==> src/rtl/uart_rx_ext.sv <==
// uart_rx_ext: configurable UART receiver (5..DBIT_MAX data bits, none/even/odd
// parity, 1 or 2 stop bits) with 3-sample majority voting per bit and a
// ready/valid output carrying parity, framing, break and overrun status.
module uart_rx_ext #(
  parameter int DBIT_MAX = 8,
  parameter int OVS      = 16
) (
  input  logic                clk,
  input  logic                reset_n,
  input  logic                s_tick,
  input  logic                rx,
  input  logic [3:0]          cfg_dbit,
  input  logic [1:0]          cfg_parity,
  input  logic                cfg_stop,
  output logic [DBIT_MAX-1:0] rx_data,
  output logic                rx_valid,
  input  logic                rx_ready,
  output logic                rx_parity_err,
  output logic                rx_frame_err,
  output logic                rx_break,
  output logic                rx_overrun
);

  localparam int SW = $clog2(OVS);
  localparam logic [SW-1:0] S_V0  = SW'(OVS / 2 - 1);
  localparam logic [SW-1:0] S_V1  = SW'(OVS / 2);
  localparam logic [SW-1:0] S_DEC = SW'(OVS / 2 + 1);
  localparam logic [SW-1:0] S_END = SW'(OVS - 1);

  typedef enum logic [2:0] {IDLE, START, DATA, PARITY, STOP1, STOP2, BRKWAIT} state_t;

  state_t              state_reg, state_next;
  logic [SW-1:0]       s_reg, s_next;
  logic [3:0]          n_reg, n_next;
  logic [3:0]          dbit_reg, dbit_next;
  logic [1:0]          par_reg, par_next;
  logic                stop_reg, stop_next;
  logic [DBIT_MAX-1:0] data_reg, data_next;
  logic                samp0_reg, samp0_next;
  logic                samp1_reg, samp1_next;
  logic                perr_reg, perr_next;
  logic                ferr_reg, ferr_next;
  logic                zero_reg, zero_next;

  logic rx_meta_reg, rxs_reg, rxs_prev_reg;
  logic fall_edge, vote, par_en, in_frame, at_dec, at_end;
  logic [3:0] dbit_clamped;
  logic [DBIT_MAX-1:0] bit_sel;

  logic                fin, fin_ferr, fin_zero;
  logic                frame_done, done_perr, done_ferr, done_brk;
  logic [DBIT_MAX-1:0] done_data;

  logic [DBIT_MAX-1:0] rx_data_reg;
  logic rx_valid_reg, rx_perr_reg, rx_ferr_reg, rx_brk_reg, rx_ovr_reg;

  // Two-flop synchronizer plus one delayed copy for falling-edge detection
  always_ff @(posedge clk or negedge reset_n) begin
    if (!reset_n) begin
      rx_meta_reg  <= 1'b1;
      rxs_reg      <= 1'b1;
      rxs_prev_reg <= 1'b1;
    end else begin
      rx_meta_reg  <= rx;
      rxs_reg      <= rx_meta_reg;
      rxs_prev_reg <= rxs_reg;
    end
  end

  assign fall_edge = rxs_prev_reg & ~rxs_reg;
  assign vote      = (samp0_reg & samp1_reg) | (samp0_reg & rxs_reg) | (samp1_reg & rxs_reg);
  assign par_en    = (par_reg == 2'b01) || (par_reg == 2'b10);
  assign in_frame  = (state_reg != IDLE) && (state_reg != BRKWAIT);
  assign at_dec    = s_tick && (s_reg == S_DEC);
  assign at_end    = s_tick && (s_reg == S_END);

  // One-hot select of the data bit currently being received
  generate
    for (genvar gi = 0; gi < DBIT_MAX; gi++) begin : g_bit_sel
      assign bit_sel[gi] = (n_reg == 4'(gi));
    end
  endgenerate

  // Clamp the requested word length into the supported range
  always_comb begin
    dbit_clamped = cfg_dbit;
    if (cfg_dbit < 4'd5)
      dbit_clamped = 4'd5;
    else if (cfg_dbit > 4'(DBIT_MAX))
      dbit_clamped = 4'(DBIT_MAX);
  end

  // FSM state and datapath registers
  always_ff @(posedge clk or negedge reset_n) begin
    if (!reset_n) begin
      state_reg <= IDLE;
      s_reg     <= '0;
      n_reg     <= '0;
      dbit_reg  <= 4'd8;
      par_reg   <= 2'b00;
      stop_reg  <= 1'b0;
      data_reg  <= '0;
      samp0_reg <= 1'b1;
      samp1_reg <= 1'b1;
      perr_reg  <= 1'b0;
      ferr_reg  <= 1'b0;
      zero_reg  <= 1'b0;
    end else begin
      state_reg <= state_next;
      s_reg     <= s_next;
      n_reg     <= n_next;
      dbit_reg  <= dbit_next;
      par_reg   <= par_next;
      stop_reg  <= stop_next;
      data_reg  <= data_next;
      samp0_reg <= samp0_next;
      samp1_reg <= samp1_next;
      perr_reg  <= perr_next;
      ferr_reg  <= ferr_next;
      zero_reg  <= zero_next;
    end
  end

  // Next-state logic: bit timing, voting, frame assembly and completion
  always_comb begin
    state_next = state_reg;
    s_next     = s_reg;
    n_next     = n_reg;
    dbit_next  = dbit_reg;
    par_next   = par_reg;
    stop_next  = stop_reg;
    data_next  = data_reg;
    samp0_next = samp0_reg;
    samp1_next = samp1_reg;
    perr_next  = perr_reg;
    ferr_next  = ferr_reg;
    zero_next  = zero_reg;
    fin        = 1'b0;
    fin_ferr   = ferr_reg;
    fin_zero   = zero_reg;
    frame_done = 1'b0;
    done_data  = data_reg;
    done_perr  = perr_reg;
    done_ferr  = ferr_reg;
    done_brk   = 1'b0;

    // Tick counter and the two early vote samples are common to all bit states
    if (in_frame && s_tick) begin
      s_next = (s_reg == S_END) ? '0 : s_reg + 1'b1;
      if (s_reg == S_V0) samp0_next = rxs_reg;
      if (s_reg == S_V1) samp1_next = rxs_reg;
    end

    case (state_reg)
      IDLE: begin
        if (fall_edge) begin
          state_next = START;
          s_next     = '0;
          n_next     = '0;
          dbit_next  = dbit_clamped;
          par_next   = cfg_parity;
          stop_next  = cfg_stop;
          data_next  = '0;
          perr_next  = 1'b0;
          ferr_next  = 1'b0;
          zero_next  = 1'b1;
        end
      end
      START: begin
        if (at_dec && vote)
          state_next = IDLE;
        else if (at_end)
          state_next = DATA;
      end
      DATA: begin
        if (at_dec) begin
          data_next = data_reg | (bit_sel & {DBIT_MAX{vote}});
          if (vote) zero_next = 1'b0;
        end
        if (at_end) begin
          if (n_reg == dbit_reg - 4'd1)
            state_next = par_en ? PARITY : STOP1;
          else
            n_next = n_reg + 4'd1;
        end
      end
      PARITY: begin
        if (at_dec) begin
          if (vote) zero_next = 1'b0;
          if (vote != ((^data_reg) ^ (par_reg == 2'b10))) perr_next = 1'b1;
        end
        if (at_end) state_next = STOP1;
      end
      STOP1: begin
        if (at_dec) begin
          if (!stop_reg) begin
            fin      = 1'b1;
            fin_ferr = ~vote;
            fin_zero = zero_reg & ~vote;
          end else begin
            ferr_next = ~vote;
            zero_next = zero_reg & ~vote;
          end
        end
        if (at_end && stop_reg) state_next = STOP2;
      end
      STOP2: begin
        if (at_dec) begin
          fin      = 1'b1;
          fin_ferr = ferr_reg | ~vote;
          fin_zero = zero_reg & ~vote;
        end
      end
      BRKWAIT: begin
        if (rxs_reg) state_next = IDLE;
      end
      default: state_next = IDLE;
    endcase

    // A frame whose every vote after the start bit was 0 is reported as a break
    if (fin) begin
      frame_done = 1'b1;
      if (fin_zero) begin
        done_data  = '0;
        done_perr  = 1'b0;
        done_ferr  = 1'b1;
        done_brk   = 1'b1;
        state_next = BRKWAIT;
      end else begin
        done_data  = data_reg;
        done_perr  = perr_reg;
        done_ferr  = fin_ferr;
        done_brk   = 1'b0;
        state_next = IDLE;
      end
    end
  end

  // Output holding register with ready/valid handshake and overrun tracking
  always_ff @(posedge clk or negedge reset_n) begin
    if (!reset_n) begin
      rx_data_reg  <= '0;
      rx_valid_reg <= 1'b0;
      rx_perr_reg  <= 1'b0;
      rx_ferr_reg  <= 1'b0;
      rx_brk_reg   <= 1'b0;
      rx_ovr_reg   <= 1'b0;
    end else if (frame_done) begin
      if (!rx_valid_reg || rx_ready) begin
        rx_data_reg  <= done_data;
        rx_valid_reg <= 1'b1;
        rx_perr_reg  <= done_perr;
        rx_ferr_reg  <= done_ferr;
        rx_brk_reg   <= done_brk;
        rx_ovr_reg   <= 1'b0;
      end else begin
        rx_ovr_reg   <= 1'b1;
      end
    end else if (rx_valid_reg && rx_ready) begin
      rx_valid_reg <= 1'b0;
      rx_perr_reg  <= 1'b0;
      rx_ferr_reg  <= 1'b0;
      rx_brk_reg   <= 1'b0;
      rx_ovr_reg   <= 1'b0;
    end
  end

  assign rx_data       = rx_data_reg;
  assign rx_valid      = rx_valid_reg;
  assign rx_parity_err = rx_perr_reg;
  assign rx_frame_err  = rx_ferr_reg;
  assign rx_break      = rx_brk_reg;
  assign rx_overrun    = rx_ovr_reg;

endmodule
==> config.mk <==
export PLATFORM = sky130hd
export DESIGN_NAME = uart_rx_ext
export DESIGN_NICKNAME = d
export VERILOG_FILES = /design/src/rtl/uart_rx_ext.sv
export SDC_FILE = /design/constraint.sdc
export NUM_CORES = 1
export LEC_CHECK = 0
export BUFFER_PORTS_ARGS = -buffer_cell sky130_fd_sc_hd__buf_2
export CORE_MARGIN = 2
export CORE_UTILIZATION = 63
export CTS_CLUSTER_SIZE = 30
export DETAILED_ROUTE_END_ITERATION = 10
export GPL_ROUTABILITY_DRIVEN = 1
export PLACE_DENSITY = 0.84
export SYNTH_ARGS = -nofsm -noshare
export SYNTH_HDL_FRONTEND = slang
export SYNTH_SLANG_ARGS = --single-unit
==> constraint.sdc <==
create_clock -name clk -period 2.8 [get_ports clk]
set_input_delay 0.14 -clock clk [delete_from_list [all_inputs] [get_ports clk]]
set_output_delay 0.14 -clock clk [all_outputs]
set_load 0.005 [all_outputs]
==> flow_metrics.tcl <==
set metrics [dict create \
    outcome "complete, but fails checks" \
    violations "hold timing" \
    path_clk_slew_ps 90 \
    cp.required_ps 3010 \
    worst_setup_path_end_kind "flip-flop" \
    avgSynthCellArea_um2 9.59 \
    yosys.area.top_type "dfrtp_1" \
    worst_ep_arrival_time_ps 2400 \
    htreeDepth 2 \
    initial_core_util 0.645 \
    ant_nets 0 \
    core_um2 3940 \
    antenna_found_initial 0 \
    drc 0 \
    post_cts_resized 0 \
    cts_root_buffer "clkbuf_8" \
    gp_congestion 0.875 \
    start_kind "flip-flop" \
    first_pass_iters 4 \
    syn2layout_area_growth_pct 9.55 \
    multi_input_area_um2 1220 \
    synth_area_um2 2540 \
    regArea_um2 1180 \
    grt_max_degree 48 \
    fin_nets 309 \
    rsz0062_at_grt "no" \
    routed_wl_um 4820 \
    hold_violations 7 \
    fin_worst_skew_ps 8.65 \
    clkSinkCount 47 \
    cts_tree "yes" \
    hold_slack_ps -7.81 \
    slowest_stage "nor2_2" \
    dp_hpwl_um 3300 \
    num_vias 1936 \
    setup_viol 0 \
    io_pins 25 \
    cpLargestDelayFamily "simple AND/OR/NAND/NOR gates" \
    fillers 267 \
    slowest_delay_ps 470 \
    crit_type "reg -> reg" \
    die_h_um 67.5 \
    synthTopCellsByCount "dfrtp_1, nand2_1, o21ai_0, inv_1, nor2_1" \
    crit_buf_inv 1 \
    layout-drive-gt1-share 0.176 \
    async_flop_share 1.00 \
    crit_chain "inv_1 -> ha_1 -> and4b_1 -> nand3_2 -> nor2_2 -> nand3_1 -> o21ai_0" \
    cts_max_path_buffers 2 \
    grt_pass1_vias 1757 \
    relSlewSlack 0.330 \
    grt_pass1_wl_um 7870 \
    synth-seq-cells 47 \
    dieWidth_um 67.5 \
    synthTopCellsByArea "dfrtp_1, dfstp_2, o21ai_0" \
    wire_per_inst_um 14.2 \
    post_cts_buffers 0 \
    min-delay-path-class "in -> async" \
    drv_cap 0 \
    ir_drop_mv 0.527 \
    fin_crit_sh 0.782 \
    final_util 0.706 \
    grt_use_total 0.233 \
    diodes 0 \
    grt_overflow 0 \
    yosysWarnings 0 \
    synth-edff-count 0 \
    crit_path_max_fanout 16 \
    synth_ff_type "dfrtp_1" \
    period_needed_ps 2190 \
    tightest_slew_ps 1010 \
    synth_nets 286 \
    cts-buffers-inserted 5 \
    rows 23 \
    io_buffers 24 \
    die_area_um2 4560 \
    synth_top_area_frac 0.404 \
    drt_iter0_drc 161 \
    viasPerCell 5.71 \
    p_per_area_nw_per_um2 861 \
    clk_latency_ps 310 \
    synth.most_common_cell "dfrtp_1" \
    setup_tns_ps 0 \
    syn_inst 265 \
    slew_violations 0 \
    synthDistinctLibCells 54 \
    seq_area_frac_synth 0.466 \
    p_leak_uw 0.00127 \
    max_freq_mhz 457 \
]
-- area by class of cell --
| class | count | share of cell area |
|---|---|---|
| Timing Repair Buffer | 26 | 0.0494 |
| Sequential cell | 47 | 0.425 |
| Multi-Input combinational cell | 186 | 0.438 |
| Tap cell | 50 | 0.0225 |
| Inverter | 22 | 0.0297 |
| Clock buffer | 6 | 0.0297 |
| Clock inverter | 2 | 0.00584 |
-- per-stage QoR --
step | std cells | worst slack, ps | power (µW) | cell area (µm²)
2_1_floorplan | 265 | 1030 | 1750 | 2540
3_3_place_gp | 330 | 732 | 1920 | 2680
3_5_place_dp | 330 | 649 | 1960 | 2680
4_1_cts | 339 | 635 | 2410 | 2780
5_1_grt | 339 | 318 | 2570 | 2780
6_report | 339 | 610 | 2400 | 2780
-- what timing repair did --
action	4_1_cts	5_1_grt
hold endpoints to repair	1	0
hold buffers	1	0
setup endpoints to repair	0	0
-- worst reg2reg max path: cells and delay by family (launching register included) --
kind | cells | cell delay (ps)
AND/OR/NAND/NOR | 4 | 1310
flip-flops | 1 | 400
adder cells (fa/ha/maj) | 1 | 160
buffers and inverters | 1 | 120
AO/OA/AOI/OAI | 1 | 120
-- power breakdown --
part / internal, µW / switching [µW]
Combinational: 399 / 489
Clock: 202 / 236
Sequential: 873 / 197
Total: 1470 / 923
-- logic make-up (layout without fill, tap and decap cells) --
| group | count (synthesis) | in the layout | synth area share |
|---|---|---|---|
| AND/OR/NAND/NOR | 94 | 94 | 0.191 |
| AO/OA/AOI/OAI | 61 | 61 | 0.159 |
| flip-flops | 47 | 47 | 0.466 |
| buffers and inverters | 32 | 56 | 0.0546 |
| XOR/XNOR | 15 | 15 | 0.0571 |
| adder cells (fa/ha/maj) | 10 | 10 | 0.0487 |
| multiplexers | 6 | 6 | 0.0246 |
-- final timing paths --
kind	from	end	slack [ps]	cells past startpoint
setup / recovery	s_reg[1]	rx_data[7]	610	7
hold / removal	reset_n	state_reg[2]	-8	1
setup reg to reg	s_reg[1]	rx_data[7]	610	7
hold reg to reg	rx_meta_reg	rxs_reg	360	0
max in group asynchronous	reset_n	dbit_reg[2]	2180	1
min in group clk	cfg_parity[0]	par_reg[0]	30	3
-- per-layer routing --
| metal | GRT usage | up-vias | part of all wire |
|---|---|---|---|
| met4 | 0.0816 | 0 | 0.011 |
| met2 | 0.370 | 46 | 0.49 |
| met1 | 0.310 | 925 | 0.45 |
| li1 | - | 960 | - |
| met3 | 0.0583 | 5 | 0.044 |
| met5 | 0 | - | 0 |
-- layout by cell type, fill, tap and decap left out, types with 3 or more instances in the layout --
master,count
dfrtp_1,41
nand2_1,31
o21ai_0,25
buf_2,24
inv_1,22
nor2_1,18
a21oi_1,17
nand3_1,15
xnor2_1,9
ha_1,9
clkbuf_8,6
dfstp_2,6
xor2_1,5
o211ai_1,5
mux2i_1,4
nor2b_1,3
nand2b_1,3
or3_1,3
No activity file was read; power rests on OpenSTA's default activity.
